### src/rtl/key_debounce_if.sv
// key_debounce_if: signal bundle between a raw push-button and its debouncer.
// The slave side is the debouncer: it takes the raw active-low key and returns
// the clean level, the one-cycle press/release/long strobes and the FSM state
// for observation. The master side is whoever owns the physical key.
interface key_debounce_if;
    logic       key_n;        // raw key, asynchronous, 0 = pressed
    logic       key_level;    // debounced state, 1 = pressed
    logic       key_press;    // one-cycle pulse on an accepted press
    logic       key_release;  // one-cycle pulse on an accepted release
    logic       key_long;     // one-cycle pulse on a long press (0 without KEY_LONGPRESS_EN)
    logic [1:0] state_dbg;    // current debounce FSM state, for observation only

    modport master (
        output key_n,
        input  key_level,
        input  key_press,
        input  key_release,
        input  key_long,
        input  state_dbg
    );

    modport slave (
        input  key_n,
        output key_level,
        output key_press,
        output key_release,
        output key_long,
        output state_dbg
    );
endinterface

### src/rtl/key_debounce.sv
// key_debounce: debounces one raw active-low push-button.
// The key is brought into the clk domain with a 2-FF synchronizer, then a
// four-state FSM (IDLE, PDEB, DOWN, RDEB) requires CNT_MAX consecutive stable
// samples before accepting a press or a release. All outputs are registered.
// Optional feature: define KEY_LONGPRESS_EN to add a long-press strobe that
// fires once per press, LONG_MAX cycles after key_press while held.
// Reset is synchronous, active-low; reset from any state returns silently to
// IDLE without a release pulse.
module key_debounce #(
    parameter int CNT_MAX  = 240000,
    parameter int CNT_W    = 18,
    parameter int LONG_MAX = 12000000,
    parameter int LONG_W   = 24
) (
    input  logic          clk,
    input  logic          rst,
    key_debounce_if.slave bus
);

    // Elaboration-time sanity checks on the parameter set.
    if (CNT_MAX < 2) begin : g_bad_cnt_max
        $error("key_debounce: CNT_MAX must be at least 2");
    end
    if ((64'd1 << CNT_W) <= 64'(CNT_MAX)) begin : g_bad_cnt_w
        $error("key_debounce: CNT_W too narrow for CNT_MAX");
    end
    if (LONG_MAX < 1) begin : g_bad_long_max
        $error("key_debounce: LONG_MAX must be at least 1");
    end
    if ((64'd1 << LONG_W) <= 64'(LONG_MAX)) begin : g_bad_long_w
        $error("key_debounce: LONG_W too narrow for LONG_MAX");
    end

    typedef enum logic [1:0] {
        IDLE = 2'd0,  // released and stable
        PDEB = 2'd1,  // saw a press, waiting for it to stay stable
        DOWN = 2'd2,  // pressed and stable
        RDEB = 2'd3   // saw a release, waiting for it to stay stable
    } state_t;

    localparam logic [CNT_W-1:0] CNT_LAST = CNT_W'(CNT_MAX - 1);

    logic             r_s1;
    logic             r_s2;
    state_t           r_state;
    logic [CNT_W-1:0] r_cnt;
    logic             r_level;
    logic             r_press;
    logic             r_release;

    state_t           w_state_nxt;
    logic [CNT_W-1:0] w_cnt_nxt;
    logic             w_level_nxt;
    logic             w_press_nxt;
    logic             w_release_nxt;

    // Two-flop synchronizer; resets to "released" so reset never looks like a press edge.
    always_ff @(posedge clk) begin
        if (!rst) begin
            r_s1 <= 1'b1;
            r_s2 <= 1'b1;
        end else begin
            r_s1 <= bus.key_n;
            r_s2 <= r_s1;
        end
    end

    // Next-state, counter and strobe decode; cnt clears on every state change.
    always_comb begin
        w_state_nxt   = r_state;
        w_cnt_nxt     = r_cnt;
        w_level_nxt   = r_level;
        w_press_nxt   = 1'b0;
        w_release_nxt = 1'b0;
        case (r_state)
            IDLE: begin
                w_cnt_nxt   = '0;
                w_level_nxt = 1'b0;
                if (!r_s2) begin
                    w_state_nxt = PDEB;
                end
            end
            PDEB: begin
                if (r_s2) begin
                    // Bounce: drop back without any output.
                    w_state_nxt = IDLE;
                    w_cnt_nxt   = '0;
                end else if (r_cnt == CNT_LAST) begin
                    w_state_nxt = DOWN;
                    w_cnt_nxt   = '0;
                    w_press_nxt = 1'b1;
                    w_level_nxt = 1'b1;
                end else begin
                    w_cnt_nxt = r_cnt + CNT_W'(1);
                end
            end
            DOWN: begin
                w_cnt_nxt   = '0;
                w_level_nxt = 1'b1;
                if (r_s2) begin
                    w_state_nxt = RDEB;
                end
            end
            RDEB: begin
                if (!r_s2) begin
                    // Bounce while releasing: still held, no output.
                    w_state_nxt = DOWN;
                    w_cnt_nxt   = '0;
                end else if (r_cnt == CNT_LAST) begin
                    w_state_nxt   = IDLE;
                    w_cnt_nxt     = '0;
                    w_release_nxt = 1'b1;
                    w_level_nxt   = 1'b0;
                end else begin
                    w_cnt_nxt = r_cnt + CNT_W'(1);
                end
            end
            default: begin
                w_state_nxt = IDLE;
                w_cnt_nxt   = '0;
                w_level_nxt = 1'b0;
            end
        endcase
    end

    // State, counter and registered outputs.
    always_ff @(posedge clk) begin
        if (!rst) begin
            r_state   <= IDLE;
            r_cnt     <= '0;
            r_level   <= 1'b0;
            r_press   <= 1'b0;
            r_release <= 1'b0;
        end else begin
            r_state   <= w_state_nxt;
            r_cnt     <= w_cnt_nxt;
            r_level   <= w_level_nxt;
            r_press   <= w_press_nxt;
            r_release <= w_release_nxt;
        end
    end

    assign bus.key_level   = r_level;
    assign bus.key_press   = r_press;
    assign bus.key_release = r_release;
    assign bus.state_dbg   = r_state;

`ifdef KEY_LONGPRESS_EN
    localparam logic [LONG_W-1:0] LONG_LAST = LONG_W'(LONG_MAX - 1);

    logic [LONG_W-1:0] r_lcnt;
    logic              r_lfired;
    logic              r_long;
    logic              w_enter_down;

    assign w_enter_down = (r_state == PDEB) && (w_state_nxt == DOWN);

    // Hold-time counter: starts at the accepted press, runs while DOWN,
    // pauses during release debounce and saturates; one strobe per press.
    always_ff @(posedge clk) begin
        if (!rst) begin
            r_lcnt   <= '0;
            r_lfired <= 1'b0;
            r_long   <= 1'b0;
        end else begin
            r_long <= 1'b0;
            if (w_enter_down) begin
                r_lcnt <= '0;
            end else if (r_state == IDLE) begin
                r_lcnt   <= '0;
                r_lfired <= 1'b0;
            end else if ((r_state == DOWN) && (r_lcnt != LONG_LAST)) begin
                r_lcnt <= r_lcnt + LONG_W'(1);
            end
            if (((r_state == DOWN) || (r_state == RDEB)) &&
                (r_lcnt == LONG_LAST) && !r_lfired) begin
                r_long   <= 1'b1;
                r_lfired <= 1'b1;
            end
        end
    end

    assign bus.key_long = r_long;
`else
    assign bus.key_long = 1'b0;
`endif

endmodule

### src/flat_wrapper.sv
// flat-port wrapper written by rule: the top's interface ports become plain ports
module key_debounce_flat 
#(
    parameter int CNT_MAX  = 240000,
    parameter int CNT_W    = 18,
    parameter int LONG_MAX = 12000000,
    parameter int LONG_W   = 24
)
  (clk, rst, bus_key_n, bus_key_level, bus_key_press, bus_key_release, bus_key_long, bus_state_dbg);
  key_debounce_if bus_i ();
  input  logic clk;
  input  logic rst;
  input wire logic [$bits(bus_i.key_n)-1:0] bus_key_n;
  output wire logic [$bits(bus_i.key_level)-1:0] bus_key_level;
  output wire logic [$bits(bus_i.key_press)-1:0] bus_key_press;
  output wire logic [$bits(bus_i.key_release)-1:0] bus_key_release;
  output wire logic [$bits(bus_i.key_long)-1:0] bus_key_long;
  output wire logic [$bits(bus_i.state_dbg)-1:0] bus_state_dbg;
  assign bus_i.key_n = bus_key_n;
  assign bus_key_level = bus_i.key_level;
  assign bus_key_press = bus_i.key_press;
  assign bus_key_release = bus_i.key_release;
  assign bus_key_long = bus_i.key_long;
  assign bus_state_dbg = bus_i.state_dbg;
  key_debounce #(.CNT_MAX(CNT_MAX), .CNT_W(CNT_W), .LONG_MAX(LONG_MAX), .LONG_W(LONG_W)) u_core (.clk(clk), .rst(rst), .bus(bus_i));
endmodule
### config.mk
export PLATFORM = sky130hd
export DESIGN_NAME = key_debounce_flat
export DESIGN_NICKNAME = d
export VERILOG_FILES = /design/src/rtl/key_debounce_if.sv /design/src/rtl/key_debounce.sv /design/src/flat_wrapper.sv
export SDC_FILE = /design/constraint.sdc
export NUM_CORES = 1
export LEC_CHECK = 0
export ABC_AREA = 1
export CAP_MARGIN = 20
export CORE_MARGIN = 3
export CORE_UTILIZATION = 57
export DETAILED_ROUTE_END_ITERATION = 6
export PLACE_DENSITY = 0.74
export SLEW_MARGIN = 20
export SYNTH_ARGS = -nofsm -noshare
export SYNTH_HDL_FRONTEND = slang
export SYNTH_SLANG_ARGS = --single-unit
### constraint.sdc
create_clock -name clk -period 1.6 [get_ports clk]
set_input_delay 0.32 -clock clk [delete_from_list [all_inputs] [get_ports clk]]
set_output_delay 0.32 -clock clk [all_outputs]
set_load 0.02 [all_outputs]
# Word-level counts from Yosys, hierarchy flattened
# Cells that the tools add are included.
# classes
n_mul,0
n_eq_ne,12
div,0
n_bitwise,2
add_sub_neg,1
n_mux,17
order_cmp,0
shift,0
reduce_logical,6
# op_table
cell,count
18-bit 2-to-1 mux,3
18-bit one-hot mux with 3 select lines,1
18-bit by 1-bit adder with 18-bit output (second input constant),1
18-bit equality test (second input constant),1
2-bit 2-to-1 mux,6
2-bit by 1-bit inequality test with 1-bit output (second input constant),4
2-bit one-hot mux with 4 select lines,1
4-bit AND reduction,2
1-bit 2-to-1 mux,5
2-bit equality test (second input constant),2
2-bit inequality test (second input constant),2
1-bit one-hot mux with 4 select lines,1
3-bit by 1-bit inequality test with 1-bit output (second input constant),1
3-bit inequality test (second input constant),1
3-bit AND reduction,1
3-bit OR reduction,1
2-bit by 1-bit equality test with 1-bit output (second input constant),1
2-bit zero test,1
1-bit inverter,2
2-bit OR reduction,1
# totals
memories,0
ff_bits,25
ramBits,0
elab_cells,45
rom_bits,0
latch_bits,0
output_inout_bits,6
in_bits,3

# Longest topological paths before layout
# Gate-level depths: netlist of the first run.
# logic_depth
ltp_word,4
depth_mapped,10

# Least setup slack after synthesis of the first run
# No wires, ideal clock.
# synth_path
kind,register to register
start,reg u_core.r_state[0] (netlist: u_core.bus.state_dbg[0])
end,reg u_core.r_cnt[2]
period_less_slack_ns,1.533
required_ns,1.528
path_slack_ns,0.067
arrival_time_ns,1.460
path_stages_with_launch,8
path_buffers,1
setup_time_ns,0.072
cell_sequence,dfxtp_1 > ha_1 > nand2_1 > o21a_1 > nor2_1 > nand2_2 > buf_4 > nor3b_2
# synth_between
elab_chain_len,3
elab_cells_between_ends,6
cone_classes,eq/ne: 3; mux: 1; reduce/logical: 2
# synth_rtl
element,line_no,text
"start, declared",key_debounce.sv:45,state_t r_state;
"start signal, assigned",key_debounce.sv:135,r_state <= w_state_nxt;
2-bit equality test / 2-bit zero test (equally long branches),key_debounce.sv:75,case (r_state)
2-bit OR reduction (no line),--,
18-bit one-hot mux with 3 select lines *,key_debounce.sv:75,
"end signal, assigned",key_debounce.sv:136,r_cnt <= w_cnt_nxt;
"end, declared",key_debounce.sv:46,logic [CNT_W-1:0] r_cnt;
# Every way passes the cells marked *; elsewhere a longest branch is shown, timed or not.
# A chain may end at the register's enable or synchronous reset.

# Worst setup path in the final report of the first run
# layout_path
start,reg u_core.r_state[0] (netlist: u_core.bus.state_dbg[0])
end,reg u_core.r_cnt[7]
# The elaborated chain is that of the path after synthesis.

==> results of run 1 <==
## flip-flops by register name (all words and copies together) (netlist names), named ones only
signal,count
u_core.bus.key_level,1
u_core.bus.key_press,1
u_core.bus.key_release,1
u_core.bus.state_dbg,1
u_core.r_cnt,18
u_core.r_s1,1
u_core.r_s2,1
## final timing paths
path	end	slack, ns	cells after the start
max reg2reg	u_core.r_cnt[7]$_SDFF_PN0_	0.12	7
min reg2reg	u_core.r_s2$_SDFF_PN1_	0.43	1
min	u_core.r_s2$_SDFF_PN1_	0.43	1
max	u_core.r_cnt[7]$_SDFF_PN0_	0.12	7
## stage by stage
| stage | hold slack (ns) | instances | instance area, um2 | util | power (mW) |
|---|---|---|---|---|---|
| floorplan | 0.393 | 182 | 1320 | - | 0.760 |
| detailed placement | 0.404 | 223 | 1470 | 0.714 | 0.818 |
| global placement | 0.398 | 223 | 1470 | 0.714 | 0.814 |
| global route | 0.441 | 234 | 1620 | 0.783 | 1.14 |
| CTS | 0.434 | 227 | 1500 | 0.728 | 1.09 |
| finish | 0.430 | 234 | 1620 | 0.783 | 1.08 |
## layout by cell type (no fill, tap or decap), types with 4 or more instances in the layout
cell type,count
nor2_1,31
a21oi_1,10
nor3_1,4
ha_1,4
buf_4,16
nor2_4,4
nand2_2,4
nand2_1,33
inv_1,22
dfxtp_1,21
nand3_1,11
## repair_timing
| item | CTS | global route |
|---|---|---|
| resized for setup | 5 | 17 |
| pin swaps | 0 | 4 |
| setup endpoints to repair | 12 | 22 |
| buffers inserted | 0 | 7 |
| cloned | 0 | 0 |
## kinds of logic (layout without fill, tap and decap cells)
group,Yosys count,count (layout),share of synthesized area
other,1,1,0.00285
adder cells (fa/ha/maj),6,6,0.0571
XOR/XNOR,3,3,0.0200
AO/OA/AOI/OAI,19,19,0.0885
buffers and inverters,26,51,0.0799
AND/OR/NAND/NOR,102,102,0.371
flip-flops,25,25,0.381
## metal layers
layer,up-vias,wire (um),global-route usage,part of all wire
met5,-,0,0,0
met1,551,1160,0.233,0.42
li1,627,-,-,-
met4,0,38,0.0622,0.014
met3,7,109,0.0609,0.039
met2,32,1470,0.373,0.53
## worst max-delay path, stage by stage, from the launching register on
cell and delay, ns:
dfxtp_4 0.40, ha_2 0.19, nand2_1 0.08, o21a_1 0.19, nor2_2 0.13, nand2_4 0.11, buf_4 0.16, a211oi_2 0.17
## layout make-up
class / instances / area, um2 / area share
Multi-Input combinational cell: 131 / 763 / 0.473
Sequential cell: 25 / 510 / 0.316
Timing Repair Buffer: 23 / 191 / 0.119
Inverter: 24 / 90.1 / 0.0558
Tap cell: 27 / 33.8 / 0.0209
Clock buffer: 4 / 26.3 / 0.0163
## power by group through the flow
stage | combinational, mW | clock, mW | sequential, mW
CTS | 0.147 | 0.289 | 0.651
global placement | 0.150 | 0 | 0.664
finish | 0.150 | 0.279 | 0.651
floorplan | 0.0825 | 0 | 0.678
global route | 0.172 | 0.317 | 0.654
detailed placement | 0.153 | 0 | 0.664
==> key figures, run 1 <==
STA
  – F_max: 674 MHz
  – Setup WS post-layout: 0.116 ns
  – Max-slew violation count: 0
  – Final setup violation count: 0
  – Tcrit/Tclk final: 0.928
  – Final Skew: 0.00831 ns
  – Final Critical Period: 1.48 ns
  – RSZ-0062 raised after global routing: no
  – Hold Fails Final Rpt: 0
  – Setup TNS: 0 ns

Status
  – Outcome: completed

Detailed routing
  – Iter 0 DRT Violations: 21
  – # DRC: 0
  – Final ANT Viol Nets: 0
  – Final WL: 2780 um
  – Avg Vias per Cell: 5.20
  – First-pass DRT Iterations: 4
  – Drt wl/cell: 11.9 um
  – Vias: 1217

Finish
  – Fillers: 144
  – Layout cell share with drive strength beyond 1: 0.242
  – Nets@finish: 217
  – Area Growth Syn to Fin: 22.8%
  – Ant diodes: 0

Floorplan
  – Core Region: 0.00206 mm2
  – Die X: 54.0 um
  – Die area: 0.00292 mm2
  – # IOs: 9
  – Initial core utilization: 0.638
  – Die Y: 54.0 um
  – Placement row count: 16

Yosys
  – Syn Area/Cell: 7.23 um2
  – Ys async rst share: 0
  – Mapped Area: 0.00132 mm2
  – EDFF count, synth: 0
  – Synth Instances: 182
  – Syn. warnings: 0
  – Yosys top cell area share: 0.381
  – Syn nets: 191
  – Netlist cell types: 26
  – Most frequent cells after synthesis: 33 x nand2_1, 33 x nor2_1, 25 x dfxtp_1
  – Leading area contributor after synthesis: dfxtp_1
  – Seq/Total Area, Yosys: 0.381
  – Yosys reg bits: 25
  – Synth area leaders: dfxtp_1 38%, nand2_1 9.4%, nor2_1 9.4%, inv_1 6.3%, ha_1 5.7%
  – Primary FF master, synth: dfxtp_1

Worst hold path
  – Worst min path class: flip-flop to flip-flop
  – Hold_sp: u_core.r_s1$_SDFF_PN1_

Critical path
  – CP required: 1.86 ns
  – CP Class: flip-flop to flip-flop
  – Worst Setup SP: u_core.bus.state_dbg[0]$_SDFFE_PN0P_
  – Startpoint Class: flip-flop
  – Kind of end point of the critical path: flip-flop
  – Arr. time, crit path: 1.74 ns
  – Critical R2R Launch: u_core.bus.state_dbg[0]$_SDFFE_PN0P_
  – CP Max Fanout: 10

Clocking
  – Clk sinks: 25
  – Number of buffers created by CTS: 3
  – Clk_lat worst skew: 0.32 ns
  – TritonCTS clock tree: built
  – Largest buffer count on any clock path: 2
  – Root buffer cell: clkbuf_4
  – Hold_buf cts: 0
  – H-tree Lvls: 1
  – Worst-path clk slew: 0.13 ns

Place
  – Pre-CTS WS: -0.0340 ns
  – Gp weighted congestion: 0.804
  – Hpwl dp: 2050 um
  – IO Port Bufs: 7

Job
  – Max-cap viol count: 0

Pwr
  – Power share of the combinational group: 0.139
  – Clock group share of total power: 0.259
  – LEAKAGE: 0.625 nW
  – Cell Int Power: 0.803 mW
  – Sw Pwr: 0.278 mW
  – Reg power frac: 0.603
  – Switching Fraction: 0.257
  – VDD IR-drop max: 0.910 mV
  – Cell Pwr Density: 669 mW/mm2

Global route
  – Tot GR Track Use: 0.207
  – Antenna violations before repair: 0
  – First-pass GRT wire length: 4360 um
  – Pin count of the biggest net entering global routing: 14
  – Total gr overflow: 0
  – Vias in the first global route: 1058
No activity file was read; power rests on OpenSTA's default activity.
==> run 2, diff against run 1 <==
- clock period: 1.6 -> 1.5 ns (I/O delays scaled with it)
==> key figures, run 2 (synthesis results as in run 1) <==
Status
  – Outcome: finished, violations left
  – Failing checks: setup timing

Critical path
  – Slowest CP cell: dfxtp_1
  – Max incr delay on CP: 0.36 ns
  – Largest delay contributor family on the critical path: simple AND/OR/NAND/NOR gates
  – Startpoint Class: flip-flop
  – WP buf/inv: 1
  – Arr. time, crit path: 1.78 ns
  – CP required: 1.74 ns
  – CP Max Fanout: 3
  – CP most frequent cell: nor2_1
  – CP Class: flip-flop to flip-flop
  – Kind of end point of the critical path: flip-flop
  – Critical Path, Cell by Cell: inv_1, nand2_1, nor2_1, nand3_4, o21bai_4, nand2_2, a21oi_1, nor2_1

Global route
  – Vias in the first global route: 1264
  – Tot GR Track Use: 0.241
  – First-pass GRT wire length: 5160 um
  – Pin count of the biggest net entering global routing: 14
  – Antenna violations before repair: 0
  – Total gr overflow: 0

Floorplan
  – Die Y: 54.0 um
  – Die X: 54.0 um
  – # IOs: 9
  – Core Region: 0.00206 mm2
  – Die area: 0.00292 mm2
  – Initial core utilization: 0.638
  – Placement row count: 16

Finish
  – Commonest non-fill, non-tap cell in the layout: nand2_1
  – Util after Layout: 0.856
  – Ant diodes: 0
  – Layout cell share with drive strength beyond 1: 0.332
  – Largest Register: u_core.r_cnt
  – Post-route non-filler standard cell count: 244
  – Max reg flops: 18
  – Area Growth Syn to Fin: 34.3%
  – Most frequent cells in the layout: 32 x nand2_1, 28 x nor2_1, 22 x inv_1, 20 x buf_4, 18 x dfxtp_1
  – Nets@finish: 227

Place
  – IO Port Bufs: 7
  – Gp weighted congestion: 0.861
  – Post-Place Cells: 234
  – Hpwl dp: 2370 um

Pwr
  – VDD IR-drop max: 0.665 mV
  – Cell Pwr Density: 678 mW/mm2
  – LEAKAGE: 0.662 nW

Detailed routing
  – Drt wl/cell: 15.5 um
  – Final ANT Viol Nets: 0
  – Vias: 1345
  – First-pass DRT Iterations: 4
  – Final WL: 3780 um
  – Iter 0 DRT Violations: 54
  – # DRC: 0
  – Avg Vias per Cell: 5.51

Job
  – Max-cap viol count: 0

STA
  – Final Skew: 0.00709 ns
  – Final setup violation count: 2
  – F_max: 648 MHz
  – Setup WS post-layout: -0.0427 ns
  – Final Critical Period: 1.54 ns
  – Tcrit/Tclk final: 1.03
  – RSZ-0062 raised after global routing: yes
  – Hold Fails Final Rpt: 0
  – Max-slew violation count: 0

Worst hold path
  – Worst min path class: flip-flop to flip-flop

Clocking
  – Clk sinks: 25
  – H-tree Lvls: 1
  – Largest buffer count on any clock path: 2
  – Worst-path clk slew: 0.13 ns
  – Number of buffers created by CTS: 3
  – TritonCTS clock tree: built
  – Clk_lat worst skew: 0.33 ns
  – Hold_buf cts: 0
  – Root buffer cell: clkbuf_4
[run 2: changes by cell type in the layout (fill, tap and decap cells not counted), sizes merged]
cell / delta
nand2: +1
dlymetal6s2s: -2
dlygate4sd2: +2
buf: +9
[run 2: cell type report]
type | count | area (um2)
multi-input combinational | 132 | 828
clock buffer | 4 | 26.3
inverter | 24 | 90.1
fill | 112 | 297
tap | 27 | 33.8
sequential | 25 | 517
timing repair buffer | 32 | 270
[run 2: path summary, 6_finish.rpt]
check	from	endpoint	slack (ns)	cells past startpoint
min reg2reg	u_core.r_s1$_SDFF_PN1_	u_core.r_s2$_SDFF_PN1_	0.43	1
max	u_core.r_cnt[10]$_SDFF_PN0_	u_core.bus.state_dbg[0]$_SDFFE_PN0P_	-0.04	8
max reg2reg	u_core.r_cnt[10]$_SDFF_PN0_	u_core.bus.state_dbg[0]$_SDFFE_PN0P_	-0.04	8
min	u_core.r_s1$_SDFF_PN1_	u_core.r_s2$_SDFF_PN1_	0.43	1
[run 2: repair_timing]
| item | in CTS | in global routing |
|---|---|---|
| gates resized for setup | 13 | 30 |
| pin swaps | 5 | 4 |
| buffers inserted | 3 | 2 |
| cloned | 1 | 0 |
| hold endpoints to repair | 0 | 0 |
| endpoints found under the setup margin | 20 | 21 |
[run 2: worst reg2reg max path, cell delays in order, from the launching register on]
cell and delay (ns):
dfxtp_1 0.36, inv_1 0.10, nand2_1 0.10, nor2_1 0.19, nand3_4 0.13, o21bai_4 0.22
nand2_2 0.10, a21oi_1 0.20, nor2_1 0.07
[run 2: through the flow]
step           cell area (um2)  hold slack (ns)  TNS (ns)  total power [mW]  setup WS (ns)
6_report                  1770            0.433   -0.0462              1.20        -0.0427
4_1_cts                   1640            0.437  -0.00100              1.16       -0.00100
3_5_place_dp              1560            0.408    -0.266             0.879        -0.0572
5_1_grt                   1770            0.459    -0.823              1.24         -0.123
3_3_place_gp              1560            0.403   -0.0315             0.872        -0.0258
2_1_floorplan             1320            0.393         0             0.813         0.0627
[run 2: report_power, final]
part / internal, mW / switching [mW] / total [mW]
Clock: 0.105 / 0.205 / 0.310
Sequential: 0.679 / 0.0177 / 0.696
Combinational: 0.0829 / 0.107 / 0.190
[run 2: metal layers]
metal  global-route usage  part of all wire
met3               0.0332             0.061
met5                    0                 0
met1                0.269              0.39
met2                0.446              0.52
met4                0.112             0.026
